==> src/rtl/ramb_access_arbiter.sv <==
// Port-B arbiter for the 64-bit I/D RAM: core LSU vs debug loader.
// Turns byte/half/word accesses into lane-enabled doubleword beats.
module ramb_access_arbiter #(
    parameter int AW     = 14,
    parameter int RD_LAT = 1
) (
    input  logic          clk,
    input  logic          rst_n,
    input  logic          c_req,
    input  logic          c_we,
    input  logic [31:0]   c_addr,
    input  logic [1:0]    c_size,
    input  logic          c_sext,
    input  logic [31:0]   c_wdata,
    output logic          c_gnt,
    output logic          c_rvalid,
    output logic [31:0]   c_rdata,
    input  logic          d_req,
    input  logic          d_we,
    input  logic [31:0]   d_addr,
    input  logic [1:0]    d_size,
    input  logic          d_sext,
    input  logic [31:0]   d_wdata,
    output logic          d_gnt,
    output logic          d_rvalid,
    output logic [31:0]   d_rdata,
    output logic          ram_en,
    output logic [7:0]    ram_we,
    output logic          ram_ren,
    output logic [AW-1:0] ram_addr,
    output logic [63:0]   ram_wdata,
    input  logic [63:0]   ram_rdata
);

    typedef enum logic [1:0] {
        S_IDLE,
        S_ISSUE,
        S_WAIT,
        S_DONE
    } state_t;

    localparam int CW = (RD_LAT > 1) ? $clog2(RD_LAT) : 1;

    state_t        r_state;
    state_t        w_next;
    logic          r_fav_d;
    logic          r_sel;
    logic          r_we;
    logic          r_sext;
    logic          r_beat;
    logic [2:0]    r_off;
    logic [1:0]    r_size;
    logic [AW-1:0] r_dw;
    logic [31:0]   r_wdata;
    logic [CW-1:0] r_cnt;
    logic [63:0]   r_rd0;
    logic [63:0]   r_rd1;
    logic [31:0]   r_c_rdata;
    logic [31:0]   r_d_rdata;

    logic          w_pick_d;
    logic          w_grant;
    logic          w_split;
    logic          w_more;
    logic          w_cnt_last;
    logic [15:0]   w_len16;
    logic [15:0]   w_lanes16;
    logic [7:0]    w_lanes;
    logic [95:0]   w_wide;
    logic [63:0]   w_beat_data;
    logic [AW-1:0] w_beat_addr;
    logic [127:0]  w_rdcat;
    logic [31:0]   w_raw;
    logic [31:0]   w_res;
    logic          w_unused;

    // Tie goes to whoever was not granted last; r_fav_d=0 favours core.
    assign w_pick_d = d_req & (~c_req | r_fav_d);
    assign w_grant  = (r_state == S_IDLE) & (c_req | d_req);

    assign w_len16 = (r_size == 2'd0) ? 16'h0001 :
                     (r_size == 2'd1) ? 16'h0003 : 16'h000F;
    assign w_lanes16 = w_len16 << r_off;
    assign w_split   = |w_lanes16[15:8];
    assign w_more    = w_split & ~r_beat;
    assign w_lanes   = r_beat ? w_lanes16[15:8] : w_lanes16[7:0];

    assign w_wide      = {64'd0, r_wdata} << {r_off, 3'b000};
    assign w_beat_data = r_beat ? {32'd0, w_wide[95:64]} : w_wide[63:0];
    assign w_beat_addr = r_beat ? r_dw + AW'(1) : r_dw;

    assign w_cnt_last = (r_cnt == CW'(RD_LAT - 1));

    assign w_rdcat = {r_rd1, r_rd0};
    assign w_raw   = w_rdcat[{1'b0, r_off, 3'b000} +: 32];

    assign w_unused = ^{c_addr[31:AW+3], d_addr[31:AW+3]};

    always_comb begin
        w_res = w_raw;
        unique case (r_size)
            2'd0:    w_res = {{24{r_sext & w_raw[7]}}, w_raw[7:0]};
            2'd1:    w_res = {{16{r_sext & w_raw[15]}}, w_raw[15:0]};
            default: w_res = w_raw;
        endcase
        if (r_we) begin
            w_res = '0;
        end
    end

    always_comb begin
        w_next    = r_state;
        c_gnt     = 1'b0;
        d_gnt     = 1'b0;
        c_rvalid  = 1'b0;
        d_rvalid  = 1'b0;
        ram_en    = 1'b0;
        ram_we    = '0;
        ram_ren   = 1'b0;
        ram_addr  = '0;
        ram_wdata = '0;
        unique case (r_state)
            S_IDLE: begin
                if (w_grant) begin
                    c_gnt  = rst_n & ~w_pick_d;
                    d_gnt  = rst_n & w_pick_d;
                    w_next = S_ISSUE;
                end
            end
            S_ISSUE: begin
                ram_en    = 1'b1;
                ram_addr  = w_beat_addr;
                ram_wdata = w_beat_data;
                if (r_we) begin
                    ram_we = w_lanes;
                    w_next = w_more ? S_ISSUE : S_DONE;
                end else begin
                    ram_ren = 1'b1;
                    w_next  = S_WAIT;
                end
            end
            S_WAIT: begin
                if (w_cnt_last) begin
                    w_next = w_more ? S_ISSUE : S_DONE;
                end
            end
            S_DONE: begin
                c_rvalid = ~r_sel;
                d_rvalid = r_sel;
                w_next   = S_IDLE;
            end
            default: w_next = S_IDLE;
        endcase
    end

    assign c_rdata = (c_rvalid) ? w_res : r_c_rdata;
    assign d_rdata = (d_rvalid) ? w_res : r_d_rdata;

    always_ff @(posedge clk or negedge rst_n) begin
        if (!rst_n) begin
            r_state   <= S_IDLE;
            r_fav_d   <= 1'b0;
            r_sel     <= 1'b0;
            r_we      <= 1'b0;
            r_sext    <= 1'b0;
            r_beat    <= 1'b0;
            r_off     <= '0;
            r_size    <= '0;
            r_dw      <= '0;
            r_wdata   <= '0;
            r_cnt     <= '0;
            r_rd0     <= '0;
            r_rd1     <= '0;
            r_c_rdata <= '0;
            r_d_rdata <= '0;
        end else begin
            r_state <= w_next;
            unique case (r_state)
                S_IDLE: begin
                    if (w_grant) begin
                        r_sel   <= w_pick_d;
                        r_fav_d <= ~w_pick_d;
                        r_beat  <= 1'b0;
                        r_cnt   <= '0;
                        if (w_pick_d) begin
                            r_we    <= d_we;
                            r_off   <= d_addr[2:0];
                            r_dw    <= d_addr[AW+2:3];
                            r_size  <= d_size;
                            r_sext  <= d_sext;
                            r_wdata <= d_wdata;
                        end else begin
                            r_we    <= c_we;
                            r_off   <= c_addr[2:0];
                            r_dw    <= c_addr[AW+2:3];
                            r_size  <= c_size;
                            r_sext  <= c_sext;
                            r_wdata <= c_wdata;
                        end
                    end
                end
                S_ISSUE: begin
                    r_cnt <= '0;
                    if (r_we) begin
                        r_beat <= 1'b1;
                    end
                end
                S_WAIT: begin
                    if (w_cnt_last) begin
                        if (r_beat) begin
                            r_rd1 <= ram_rdata;
                        end else begin
                            r_rd0 <= ram_rdata;
                        end
                        r_beat <= 1'b1;
                    end else begin
                        r_cnt <= r_cnt + CW'(1);
                    end
                end
                S_DONE: begin
                    if (r_sel) begin
                        r_d_rdata <= w_res;
                    end else begin
                        r_c_rdata <= w_res;
                    end
                end
                default: ;
            endcase
        end
    end

endmodule

==> config.mk <==
export PLATFORM = sky130hd
export DESIGN_NAME = ramb_access_arbiter
export DESIGN_NICKNAME = d
export VERILOG_FILES = /design/src/rtl/ramb_access_arbiter.sv
export SDC_FILE = /design/constraint.sdc
export NUM_CORES = 1
export LEC_CHECK = 0
export ABC_CLOCK_PERIOD_IN_PS = 5900
export CAP_MARGIN = 20
export CORE_ASPECT_RATIO = 0.7
export CORE_MARGIN = 2
export CORE_UTILIZATION = 51
export CTS_BUF_LIST = sky130_fd_sc_hd__clkbuf_16
export CTS_CLUSTER_SIZE = 40
export DETAILED_ROUTE_END_ITERATION = 7
export PLACE_DENSITY = 0.88
export SYNTH_ARGS = -nofsm -noshare
export SYNTH_HDL_FRONTEND = slang
export SYNTH_SLANG_ARGS = --single-unit
==> constraint.sdc <==
create_clock -name clk -period 5.9 [get_ports clk]
set_clock_uncertainty 0.15 [all_clocks]
set_input_delay 1.77 -clock clk [delete_from_list [all_inputs] [get_ports clk]]
set_output_delay 1.77 -clock clk [all_outputs]
set_load 0.05 [all_outputs]
Word level (Yosys, flattened, before mapping)
Index checks and enable logic that the tools add are counted.

word-level totals
  register bits = 251
  latch bits = 0
  memory bits (writable) = 0
  bits in read-only memories = 0
  output and inout port bits = 156
  logic and storage cells = 92
  memories kept = 0

cells by class
  $add $sub $neg = 2
  multipliers = 0
  div/mod/pow operators = 0
  order comparisons = 0
  equality and inequality tests = 7
  shift-type cells = 3
  multiplexer cells = 39
  bitwise logic cells = 14
  reduce and logical (&&, ||, !) cells = 12

operator list
  kind                                                                   number
  32-bit 2-to-1 mux                                                      4
  64-bit 2-to-1 mux                                                      2
  128-bit by 7-bit variable part select with 32-bit output               1
  32-bit by 6-bit << shifter with 96-bit output                          1
  32-bit case mux with 2 select lines                                    1
  14-bit 2-to-1 mux                                                      3
  8-bit 2-to-1 mux                                                       3
  4-bit by 3-bit << shifter with 16-bit output                           1
  1-bit 2-to-1 mux                                                       15
  14-bit by 1-bit adder with 14-bit output, second input constant        1
  2-bit 2-to-1 mux                                                       5
  2-bit AND reduction                                                    5
  4-bit 2-to-1 mux                                                       2
  2-bit case mux with 4 select lines                                     1
  8-bit OR reduction                                                     1
  1-bit AND                                                              7
  2-bit inequality test, second input constant                           3
  1-bit case mux with 3 select lines                                     2
  3-bit AND reduction                                                    2
  1-bit NOT                                                              5
  2-bit by 1-bit equality test with 1-bit output, second input constant  2
  2-bit equality test, second input constant                             2
  2-bit logical NOT                                                      2
  4-bit AND reduction                                                    1
  other kinds (4)                                                        5

Depth between registers and ports, before layout
  depth after elaboration = 9
  gate-level depth with buffers = 9
  mapped depth without buffers = 6

Worst setup path before layout
OpenSTA, ideal clock, no wires.

  path type = register to output
  from = register r_state[1]
  to = output port ram_we[5]
  arrival time = 2,984 ps
  data required time = 3,980 ps
  slack = 996 ps
  cell stages (with the launch flop) = 8
  path buffers = 1
  cell sequence = dfrtp_1 -> inv_1 -> ha_1 -> nor2b_1 -> nor2b_1 -> buf_1 -> nand2_1 -> o31ai_1

on the way
  longest elaborated chain between the ends = 2

RTL lines
  element                                         RTL line  RTL
  start: declaration                              44        state_t r_state;
  start signal: assignment                        177       r_state <= w_next;
  2-bit by 1-bit equality test with 1-bit output  122       unique case (r_state)
  8-bit 2-to-1 mux                                122
  end: declaration                                28        output logic [7:0] ram_we,

Every way passes these cells.

Final worst setup path
  from = register r_off[0]
  to = output port d_rdata[4]

on the way
  longest elaborated chain between the ends = 4

RTL lines
  element                                                   RTL line  RTL
  start: declaration                                        51        logic [2:0] r_off;
  start signal: assignment                                  187       r_off <= d_addr[2:0];
  start signal: assignment                                  194       r_off <= c_addr[2:0];
  128-bit by 7-bit variable part select with 32-bit output  95        assign w_raw = w_rdcat[{1'b0, r_off, 3'b000} +: 32];
  32-bit case mux with 2 select lines                       101       unique case (r_size)
  32-bit 2-to-1 mux                                         106       if (r_we) begin
  32-bit 2-to-1 mux                                         157       assign d_rdata = (d_rvalid) ? w_res : r_d_rdata;
  end: declaration                                          26        output logic [31:0] d_rdata,

Every way passes these cells.

==> metrics.txt <==
total negative setup slack 0 ps; Mapped Nets 1311; GP Congestion 0.939; I/O Buffers 329; Max-Cap Viols 0; Die H 130 um; Bufs and invs on worst path 2; PwrDens 673 mW/mm2; largest net degree at the start of global routing 155; root buffer cell clkbuf_16; die area 0.0239 mm2; Slowest Stage Delay on Critical Path 900 ps; Yosys cell types 47; Clock Path Buffers 3; Crit Path Max Fanout 44; htree depth 1; hold buffer count at cts 0; HP Class register to register; CTS Buf Count 21; share of post-route cells with drive strength above 1 16.5%; unrepaired setup endpoints after global routing false; Synth Instances 1101; DP Wirelength 29100 um; worst path required time 3980 ps; sw frac 50.4%; Clock Power Share 12.4%; slew margin rel. 24.0%; post-synth top area cell dfrtp_1; Boundary Pins 360; row count 46; # fillers 1667; Yosys warnings 0; Via density 6.33; Top FF cell, synth dfrtp_1; global-route wire length before repair 59500 um; remaining antenna violation count 0; Seq cells post-synth 210; Via Count 10800; Clock transition at path regs 70 ps; Starting Density 51.4%; area share of the largest cell type after synthesis 45.5%; crit path DAT 3750 ps; Nets 1603; critical-path cell list buf_4 > mux2i_1 > mux4_2 > o31ai_1 > clkdlybuf4s50_1; Synth area leaders dfrtp_1, mux2i_1, mux2_2; EDFF count, synth 0; clock latency on the worst-skew pair 500 ps; Setup CP Type register to output port; Hold Fails Final Rpt 0; drt pass-1 iters 8; synthesized area per cell 10.5 um2; Worst setup SP type register; status finished with violations; Flop pwr share 27.3%; CTS tree yes; final period utilization 96.2%; die width 184 um; total power 0.0105 W; cts repair resizes 0; Synth async-reset ratio 100%; total wire length 40100 um; post-synthesis sequential area ratio 45.5%; P_sw 0.00529 W; Layout Area Growth over Synthesis 35.1%; min Tclk post-route 5670 ps; CTS Sinks 210; vias in the first global route 10000; leakage power 6.73 nW; CP max-delay cell dfrtp_4; # Post-CTS Setup Buffers 0; Fmax 176 MHz; Comb pwr share 60.4%; endpoints failing setup 0; Setup crit end kind output port; failing checks DRC; Crit path max-delay family buffers and inverters; Core ar. 0.0224 mm2; cell area after synthesis 0.0115 mm2; DRC violations left 17; placed standard-cell area 0.0149 mm2; worst slew pin tran 1140 ps; Final Slew Violations 0; antenna violations before repair 6; Starting DRT DRC Count 1517; final instance area 0.0156 mm2; gr usage total 32.5%; gr ovfl total 0; Internal Power 0.00520 W; Worst VDD drop 336 uV; WL/cell 23.6 um
==> power by group through the flow <==
stage	Combinational [W]	Clock, W	Sequential (W)
2_1_floorplan	0.00455	0	0.00251
3_3_place_gp	0.00607	0	0.00279
3_5_place_dp	0.00622	0	0.00284
4_1_cts	0.00625	0.00131	0.00282
5_1_grt	0.00667	0.00137	0.00292
6_report	0.00633	0.00130	0.00286
==> cell families (layout without fill, tap and decap cells) <==
| kind of cell | Yosys count | count (layout) | share of synthesized area [%] |
|---|---|---|---|
| other | 0 | 5 | 0 |
| DFF | 210 | 210 | 45.5 |
| AOI/OAI and AO/OA | 266 | 266 | 17.9 |
| xor gates and xnor gates | 9 | 9 | 0.683 |
| buffers and inverters | 152 | 457 | 5.94 |
| adders and majority gates | 6 | 6 | 0.650 |
| and+or+nand+nor | 256 | 256 | 10.1 |
| muxes | 202 | 202 | 19.3 |
==> worst register-to-register path, delay by kind of cell (launching register included) <==
family / cells / cell delay (ps)
DFF: 1 / 900
buffers and inverters: 1 / 450
AOI/OAI and AO/OA: 3 / 1270
muxes: 1 / 320
==> Yosys cell counts (2+ instances only) <==
| cell type | n |
|---|---|
| xor2_1 | 3 |
| dfrtp_1 | 210 |
| ha_1 | 6 |
| mux2_2 | 91 |
| nand3_1 | 21 |
| a2bb2oi_1 | 9 |
| a22o_1 | 24 |
| a222oi_1 | 53 |
| nand2_1 | 74 |
| o21ai_0 | 23 |
| nor2b_1 | 11 |
| buf_1 | 4 |
| a21oi_1 | 16 |
| buf_6 | 11 |
| inv_1 | 61 |
| and2_1 | 19 |
| a31oi_1 | 32 |
| o31ai_1 | 20 |
| a22oi_1 | 53 |
| a31o_2 | 7 |
| nor3_2 | 3 |
| a21boi_0 | 4 |
| and3_1 | 5 |
| nor3_1 | 5 |
| nor2_1 | 98 |
| buf_4 | 5 |
| mux2i_1 | 104 |
| a21o_1 | 2 |
| mux4_2 | 7 |
| o22ai_1 | 17 |
| nand2b_1 | 4 |
| xnor2_1 | 6 |
| nand4_1 | 5 |
| or3_1 | 8 |
| clkbuf_1 | 59 |
| buf_2 | 10 |
==> layout by cell type (no fill, tap or decap), types with 7 or more instances in the layout <==
master	n
a21oi_1	14
a222oi_1	53
a22o_1	24
a22oi_1	53
a2bb2oi_1	9
a31o_2	7
a31oi_1	32
and2_1	19
buf_4	80
clkbuf_16	21
clkdlybuf4s50_1	274
dfrtp_1	209
inv_1	64
mux2_2	91
mux2i_1	104
mux4_2	7
nand2_1	74
nand3_1	21
nor2_1	98
nor2b_1	10
o21ai_0	23
o22ai_1	17
o31ai_1	20
or3_1	8
==> layout make-up <==
| type | instances | area [um2] | share of cell area [%] |
|---|---|---|---|
| multi-input cells | 739 | 5650 | 36.2 |
| flip-flops and latches | 210 | 5260 | 33.7 |
| repair buffers | 359 | 3440 | 22.0 |
| clock buffers | 21 | 526 | 3.37 |
| well taps | 288 | 360 | 2.31 |
| inverters | 62 | 233 | 1.49 |
| clock inverters | 15 | 123 | 0.786 |
| diodes | 5 | 12.5 | 0.0802 |
==> metal layers <==
metal | track usage [%] | wire [um] | vias up
met5 | 0 | 24 | -
met4 | 11.2 | 1490 | 4
met1 | 47.7 | 17300 | 5278
met3 | 7.76 | 4570 | 102
li1 | - | - | 4687
met2 | 47.5 | 16700 | 684
==> through the flow <==
stage,worst slack [ps],utilization (%),instances,hold slack [ps]
global route,89.6,69.4,1694,362
detailed placement,780,66.5,1658,317
floorplan,996,-,1101,313
CTS,224,69.4,1694,332
global placement,844,66.5,1658,307
finish,227,69.5,1699,331
==> worst paths after layout <==
path	depth (start not counted)	to	from	slack [ps]
worst max-delay path	5	d_rdata[4]	r_off[0]$_DFFE_PN0P_	230
worst min-delay path	2	r_d_rdata[6]$_DFFE_PN0P_	r_d_rdata[6]$_DFFE_PN0P_	330
worst max register to register	5	r_d_rdata[29]$_DFFE_PN0P_	r_off[0]$_DFFE_PN0P_	2620
worst min register to register	2	r_d_rdata[6]$_DFFE_PN0P_	r_d_rdata[6]$_DFFE_PN0P_	330
max in group asynchronous	2	r_wdata[22]$_DFFE_PN0P_	rst_n	3270
min in group asynchronous	1	r_dw[7]$_DFFE_PN0P_	rst_n	1070
==> sequential cells by signal, summed over array words and instances, names as in the netlist, 2 cells and up <==
signal     cells
r_rd0         64
r_c_rdata     32
r_d_rdata     32
r_wdata       32
r_rd1         24
r_dw          14
r_off          3
r_size         2
r_state        2
Note: power is estimated with default switching activity, not from simulation.
